## config.mk

```make
export PLATFORM = sky130hd
export DESIGN_NAME = spi_slave_responder
export DESIGN_NICKNAME = d
export VERILOG_FILES = /design/src/rtl/spi_slave_responder.sv
export SDC_FILE = /design/constraint.sdc
export NUM_CORES = 1
export LEC_CHECK = 0
export ABC_AREA = 1
export ABC_CLOCK_PERIOD_IN_PS = 1700
export BUFFER_PORTS_ARGS = -buffer_cell sky130_fd_sc_hd__buf_2
export CORE_AREA = 10 10 91 93
export DETAILED_ROUTE_END_ITERATION = 8
export DIE_AREA = 0 0 101 103
export PLACE_DENSITY = 0.75
export SYNTH_ARGS = -nofsm -noshare
export SYNTH_HDL_FRONTEND = slang
export SYNTH_SLANG_ARGS = --single-unit
```

## constraint.sdc

```tcl
create_clock -name CLOCK_50 -period 1.7 [get_ports CLOCK_50]
set_input_delay 0.34 -clock CLOCK_50 [delete_from_list [all_inputs] [get_ports CLOCK_50]]
set_output_delay 0.34 -clock CLOCK_50 [all_outputs]
set_load 0.1 [all_outputs]
```

## src/rtl/spi_slave_responder.sv

```systemverilog
`timescale 1ns/1ps
`default_nettype none
// ============================================================================
// Module   : spi_slave_responder
// Brief    : Mode-0 SPI slave with oversampled pins, parallel rx port and a
//            one-deep tx buffer. Optional macro SPI_SLAVE_MISO_TRISTATE_EN.
// Revision : 1.0 - initial release
// ============================================================================
module spi_slave_responder #(
    parameter int                    DATA_WIDTH  = 16,
    parameter int                    SYNC_STAGES = 2,
    parameter logic [DATA_WIDTH-1:0] IDLE_WORD   = '0
) (
    input  logic                  CLOCK_50,
    input  logic                  RESET_N,
    input  logic                  SPI_CLOCK,
    input  logic                  SPI_SS,
    input  logic                  SPI_MOSI,
    output logic                  SPI_MISO,
    input  logic [DATA_WIDTH-1:0] tx_data,
    input  logic                  tx_valid,
    output logic                  tx_ready,
    output logic [DATA_WIDTH-1:0] rx_data,
    output logic                  rx_valid,
    output logic                  tx_underrun,
    output logic                  frame_err
);

    localparam int                c_cnt_w     = $clog2(DATA_WIDTH + 1);
    localparam logic [c_cnt_w-1:0] c_word_bits = c_cnt_w'(DATA_WIDTH);

    typedef enum logic [1:0] {
        ST_IDLE  = 2'd0,
        ST_LOAD  = 2'd1,
        ST_SHIFT = 2'd2
    } state_t;

    state_t                  r_state;
    state_t                  w_state_next;

    logic [SYNC_STAGES-1:0]  r_sclk_sync;
    logic [SYNC_STAGES-1:0]  r_ss_sync;
    logic [SYNC_STAGES-1:0]  r_mosi_sync;
    logic                    r_sclk_d;
    logic                    r_ss_d;

    logic [DATA_WIDTH-1:0]   r_tx_shift;
    logic [DATA_WIDTH-1:0]   r_rx_shift;
    logic [DATA_WIDTH-1:0]   r_tx_buf;
    logic                    r_buf_full;
    logic [c_cnt_w-1:0]      r_bit_cnt;
    logic [DATA_WIDTH-1:0]   r_rx_data;
    logic                    r_rx_valid;
    logic                    r_tx_underrun;
    logic                    r_frame_err;

    logic                    w_sclk;
    logic                    w_ss;
    logic                    w_mosi;
    logic                    w_sclk_rise;
    logic                    w_sclk_fall;
    logic                    w_ss_fall;

    logic                    w_do_load;
    logic                    w_complete;
    logic                    w_abort;
    logic                    w_abort_err;
    logic                    w_sample;
    logic                    w_shift_out;

    always_ff @(posedge CLOCK_50 or negedge RESET_N) begin
        if (!RESET_N) begin
            r_sclk_sync <= '0;
            r_ss_sync   <= '1;
            r_mosi_sync <= '0;
            r_sclk_d    <= 1'b0;
            r_ss_d      <= 1'b1;
        end else begin
            r_sclk_sync <= {r_sclk_sync[SYNC_STAGES-2:0], SPI_CLOCK};
            r_ss_sync   <= {r_ss_sync[SYNC_STAGES-2:0], SPI_SS};
            r_mosi_sync <= {r_mosi_sync[SYNC_STAGES-2:0], SPI_MOSI};
            r_sclk_d    <= w_sclk;
            r_ss_d      <= w_ss;
        end
    end

    assign w_sclk      = r_sclk_sync[SYNC_STAGES-1];
    assign w_ss        = r_ss_sync[SYNC_STAGES-1];
    assign w_mosi      = r_mosi_sync[SYNC_STAGES-1];
    assign w_sclk_rise = w_sclk & ~r_sclk_d;
    assign w_sclk_fall = ~w_sclk & r_sclk_d;
    assign w_ss_fall   = ~w_ss & r_ss_d;

    always_ff @(posedge CLOCK_50 or negedge RESET_N) begin
        if (!RESET_N) begin
            r_state <= ST_IDLE;
        end else begin
            r_state <= w_state_next;
        end
    end

    // Word completion outranks a deasserted select so a frame that ends right
    // after its last bit is not flagged; SS is tested as a level so that a
    // deassertion landing in LOAD is still seen once SHIFT is entered.
    always_comb begin
        w_state_next = r_state;
        w_do_load    = 1'b0;
        w_complete   = 1'b0;
        w_abort      = 1'b0;
        w_abort_err  = 1'b0;
        w_sample     = 1'b0;
        w_shift_out  = 1'b0;
        case (r_state)
            ST_IDLE: begin
                if (w_ss_fall) begin
                    w_state_next = ST_LOAD;
                end
            end
            ST_LOAD: begin
                w_do_load    = 1'b1;
                w_state_next = ST_SHIFT;
            end
            ST_SHIFT: begin
                if (r_bit_cnt == c_word_bits) begin
                    w_complete   = 1'b1;
                    w_state_next = w_ss ? ST_IDLE : ST_LOAD;
                end else if (w_ss) begin
                    w_abort      = 1'b1;
                    w_abort_err  = (r_bit_cnt != '0);
                    w_state_next = ST_IDLE;
                end else if (w_sclk_rise) begin
                    w_sample = 1'b1;
                end else if (w_sclk_fall && (r_bit_cnt != '0)) begin
                    w_shift_out = 1'b1;
                end
            end
            default: begin
                w_state_next = ST_IDLE;
            end
        endcase
    end

    always_ff @(posedge CLOCK_50 or negedge RESET_N) begin
        if (!RESET_N) begin
            r_tx_shift    <= '0;
            r_rx_shift    <= '0;
            r_tx_buf      <= '0;
            r_buf_full    <= 1'b0;
            r_bit_cnt     <= '0;
            r_rx_data     <= '0;
            r_rx_valid    <= 1'b0;
            r_tx_underrun <= 1'b0;
            r_frame_err   <= 1'b0;
        end else begin
            r_rx_valid    <= 1'b0;
            r_tx_underrun <= 1'b0;
            r_frame_err   <= 1'b0;

            // LOAD looks at the buffer state before any same-cycle write.
            if (w_do_load) begin
                if (r_buf_full) begin
                    r_tx_shift <= r_tx_buf;
                    r_buf_full <= 1'b0;
                end else begin
                    r_tx_shift    <= IDLE_WORD;
                    r_tx_underrun <= 1'b1;
                end
                r_bit_cnt <= '0;
            end
            if (tx_valid && !r_buf_full) begin
                r_tx_buf   <= tx_data;
                r_buf_full <= 1'b1;
            end

            if (w_sample) begin
                r_rx_shift <= {r_rx_shift[DATA_WIDTH-2:0], w_mosi};
                r_bit_cnt  <= r_bit_cnt + c_cnt_w'(1);
            end
            if (w_shift_out) begin
                r_tx_shift <= {r_tx_shift[DATA_WIDTH-2:0], 1'b0};
            end
            if (w_complete) begin
                r_rx_data  <= r_rx_shift;
                r_rx_valid <= 1'b1;
                r_bit_cnt  <= '0;
                if (w_ss) begin
                    r_tx_shift <= '0;
                end
            end
            if (w_abort) begin
                r_bit_cnt   <= '0;
                r_tx_shift  <= '0;
                r_frame_err <= w_abort_err;
            end
        end
    end

`ifdef SPI_SLAVE_MISO_TRISTATE_EN
    assign SPI_MISO = (r_state == ST_IDLE) ? 1'bz : r_tx_shift[DATA_WIDTH-1];
`else
    assign SPI_MISO = (r_state == ST_IDLE) ? 1'b0 : r_tx_shift[DATA_WIDTH-1];
`endif

    assign tx_ready    = ~r_buf_full;
    assign rx_data     = r_rx_data;
    assign rx_valid    = r_rx_valid;
    assign tx_underrun = r_tx_underrun;
    assign frame_err   = r_frame_err;

endmodule
`default_nettype wire

```

==> impl_metrics.ini <==
[sta]
skew_ps = 10.7
hold_viol_final = 0
slew_viol_final = 0
tightestPinTransition_ps = 491
rsz0062_at_grt = no
min_period_ps = 1610
finalSetupViolCount = 0
slew_headroom_pct = 67.5
finalSetupTns_ps = 0
fmax_mhz = 619
post-route-period-util_pct = 95.0

[clock_tree]
cts_tree = done
cts.clk_slew.worst_paths_ps = 70
clockBufferDepth = 2
cts-root-buf = clkbuf_8
numCtsBuffers = 9
post_cts_buffers = 0
clk_latency_ps = 350
cts.sinks = 83
htree_levels = 3

[global_routing]
grt_util_all_layers_pct = 14.0
overflow = 0
grt_pass1_vias = 2559
grt_pass1_wl_um = 11800
grt_max_degree = 37
antenna_found_initial = 0

[job]
drv_cap = 0

[floorplanning]
core-area_mm2 = 0.00657
die_area_mm2 = 0.0104
rows = 30
fp.dieH_um = 103
die_x_um = 101
start_util_pct = 53.3
ios = 43

[worst_setup_path]
critPathLaunchType = register
crit_fanout = 3
arrival_ps = 1270
required_ps = 1360
path_class = reg -> out
worst_setup_path_end_kind = primary output

[power]
power_mw = 4.99
ir_worst_vdd_mv = 0.940
power_leakage_nw = 1.97
powerDensity_mw_per_mm2 = 1250

[cells_and_area]
diodes = 0
layout.area.seq_mm2 = 0.00208
finalInstanceArea_mm2 = 0.00398
fillers = 545
syn2layout_area_growth_pct = 13.7
nNetsFinal = 412
multi_input_area_mm2 = 0.00119
drive_gt1_share_pct = 28.5

[worst_hold_path]
min_path_type = in -> reg

[route]
drtIter0Drc = 123
firstDrtPassIters = 5
ant_nets = 0
avgViaCountPerCell = 5.01
num_vias = 2372
drc_errors = 0
routedWlPerCell_um = 13.7
drt-total-wl_um = 6460

[logic_synthesis]
seq_area_frac_synth_pct = 59.5
yosys_warnings = 0
ys_types = 27
syn_area_per_cell_um2 = 10.2
netlist_instances = 342
synth_nets = 366
netlist_area_mm2 = 0.00350
synth_seq_cells = 83

[placed_design]
hpwl_um = 4510
post_dp_cell_area_mm2 = 0.00380
gp_congestion = 0.744
place.port_buffers = 42

[run_status]
status = completed
==> metal layers <==
metal  up-vias  global-route usage [%]  part of all wire [%]
li1       1191                       -                     -
met1      1121                    17.8                    46
met2        51                    21.6                    46
met3         9                    3.89                   5.9
met4         0                    6.43                   1.5
met5         -                       0                     0
==> stage by stage <==
step | std cells | util [%] | hold slack [ps] | setup WS, ps
after global placement | 456 | 57.9 | 267 | 111
final | 473 | 60.6 | 92.9 | 85.2
after CTS | 473 | 60.5 | 82.4 | 10.7
after detailed placement | 456 | 57.9 | 272 | 23.4
after floorplan | 342 | - | 44.4 | 132
after global routing | 473 | 60.6 | 77.9 | 21.4
==> layout by cell type, fill, tap and decap left out, drive strengths merged <==
cell type | netlist | routed
nand2 | 69 | 69
o21ai | 43 | 43
dfstp | 3 | 3
o211ai | 1 | 1
mux2 | 16 | 16
ha | 2 | 2
buf | 16 | 49
or2 | 1 | 1
clkbuf | 0 | 12
nor2 | 39 | 39
nand3 | 22 | 22
a21oi | 11 | 11
o21a | 7 | 7
dfrtp | 80 | 80
dlygate4sd3 | 0 | 1
clkinv | 0 | 3
nor3 | 1 | 1
inv | 29 | 29
xor2 | 2 | 2
clkinvlp | 0 | 2
==> power breakdown <==
group,switching (mW),total [mW],internal [mW]
Combinational,0.645,1.17,0.520
Sequential,0.228,2.63,2.40
Clock,0.670,1.19,0.524
Total,1.54,4.99,3.44
==> what timing repair did <==
item,CTS,global route
hold buffers,1,0
setup endpoints to repair,0,18
hold endpoints to repair,21,0
resized for setup,0,3
==> synth_stat cells (all sizes together) <==
library cell  count  area [um2]
buf              16         125
o211ai            1        7.51
dfrtp            80        2000
ha                2        25.0
nand3            22         120
inv              29         109
a21oi            11        58.8
o21ai            43         272
dfstp             3        78.8
nor3              1        5.00
nor2             39         171
nand2            69         269
xor2              2        17.5
mux2             16         180
or2               1        6.26
o21a              7        52.6
==> cell type report <==
cell class                 instances  area share [%]
sequential                        83            52.3
clock buffer                      11            3.30
tap                               80            2.52
clock inverter                     5           0.755
multi-input combinational        214            29.8
inverter                          29            2.80
timing repair buffer              51            8.49
==> critical path, cell delays in order (launching register included) <==
cell      delay, ps
dfrtp_1         400
nor2_1          200
nor2_2           50
clkbuf_4        280
==> final timing paths <==
kind,endpoint,cells past startpoint,startpoint,slack [ps]
hold / removal,r_ss_sync[0],1,SPI_SS,90
min in group asynchronous,rx_data[3],2,RESET_N,430
setup reg to reg,rx_data[6],7,r_bit_cnt[0],220
setup / recovery,SPI_MISO,3,r_state[0],90
max in group asynchronous,r_ss_d,3,RESET_N,740
hold reg to reg,r_mosi_sync[1],0,r_mosi_sync[0],350
==> state kept, by name, summed over array words and instances, names as in the netlist <==
name and cells:
r_buf_full 1, r_mosi_sync 2, frame_err 1, r_tx_shift 16, r_tx_buf 16, r_sclk_d 1, r_rx_shift 16, tx_underrun 1
rx_valid 1, r_sclk_sync 2, r_state 2, rx_data 16, r_ss_sync 2, r_bit_cnt 5, r_ss_d 1
==> cells by family after synthesis <==
family	count (synthesis)	synth area share [%]
AND/OR/NAND/NOR	132	16.3
multiplexers	16	5.15
AO/OA/AOI/OAI	62	11.2
XOR/XNOR	2	0.501
flip-flops	83	59.5
adder cells (fa/ha/maj)	2	0.715
buffers and inverters	45	6.69
(Power assumes the default switching activity.)
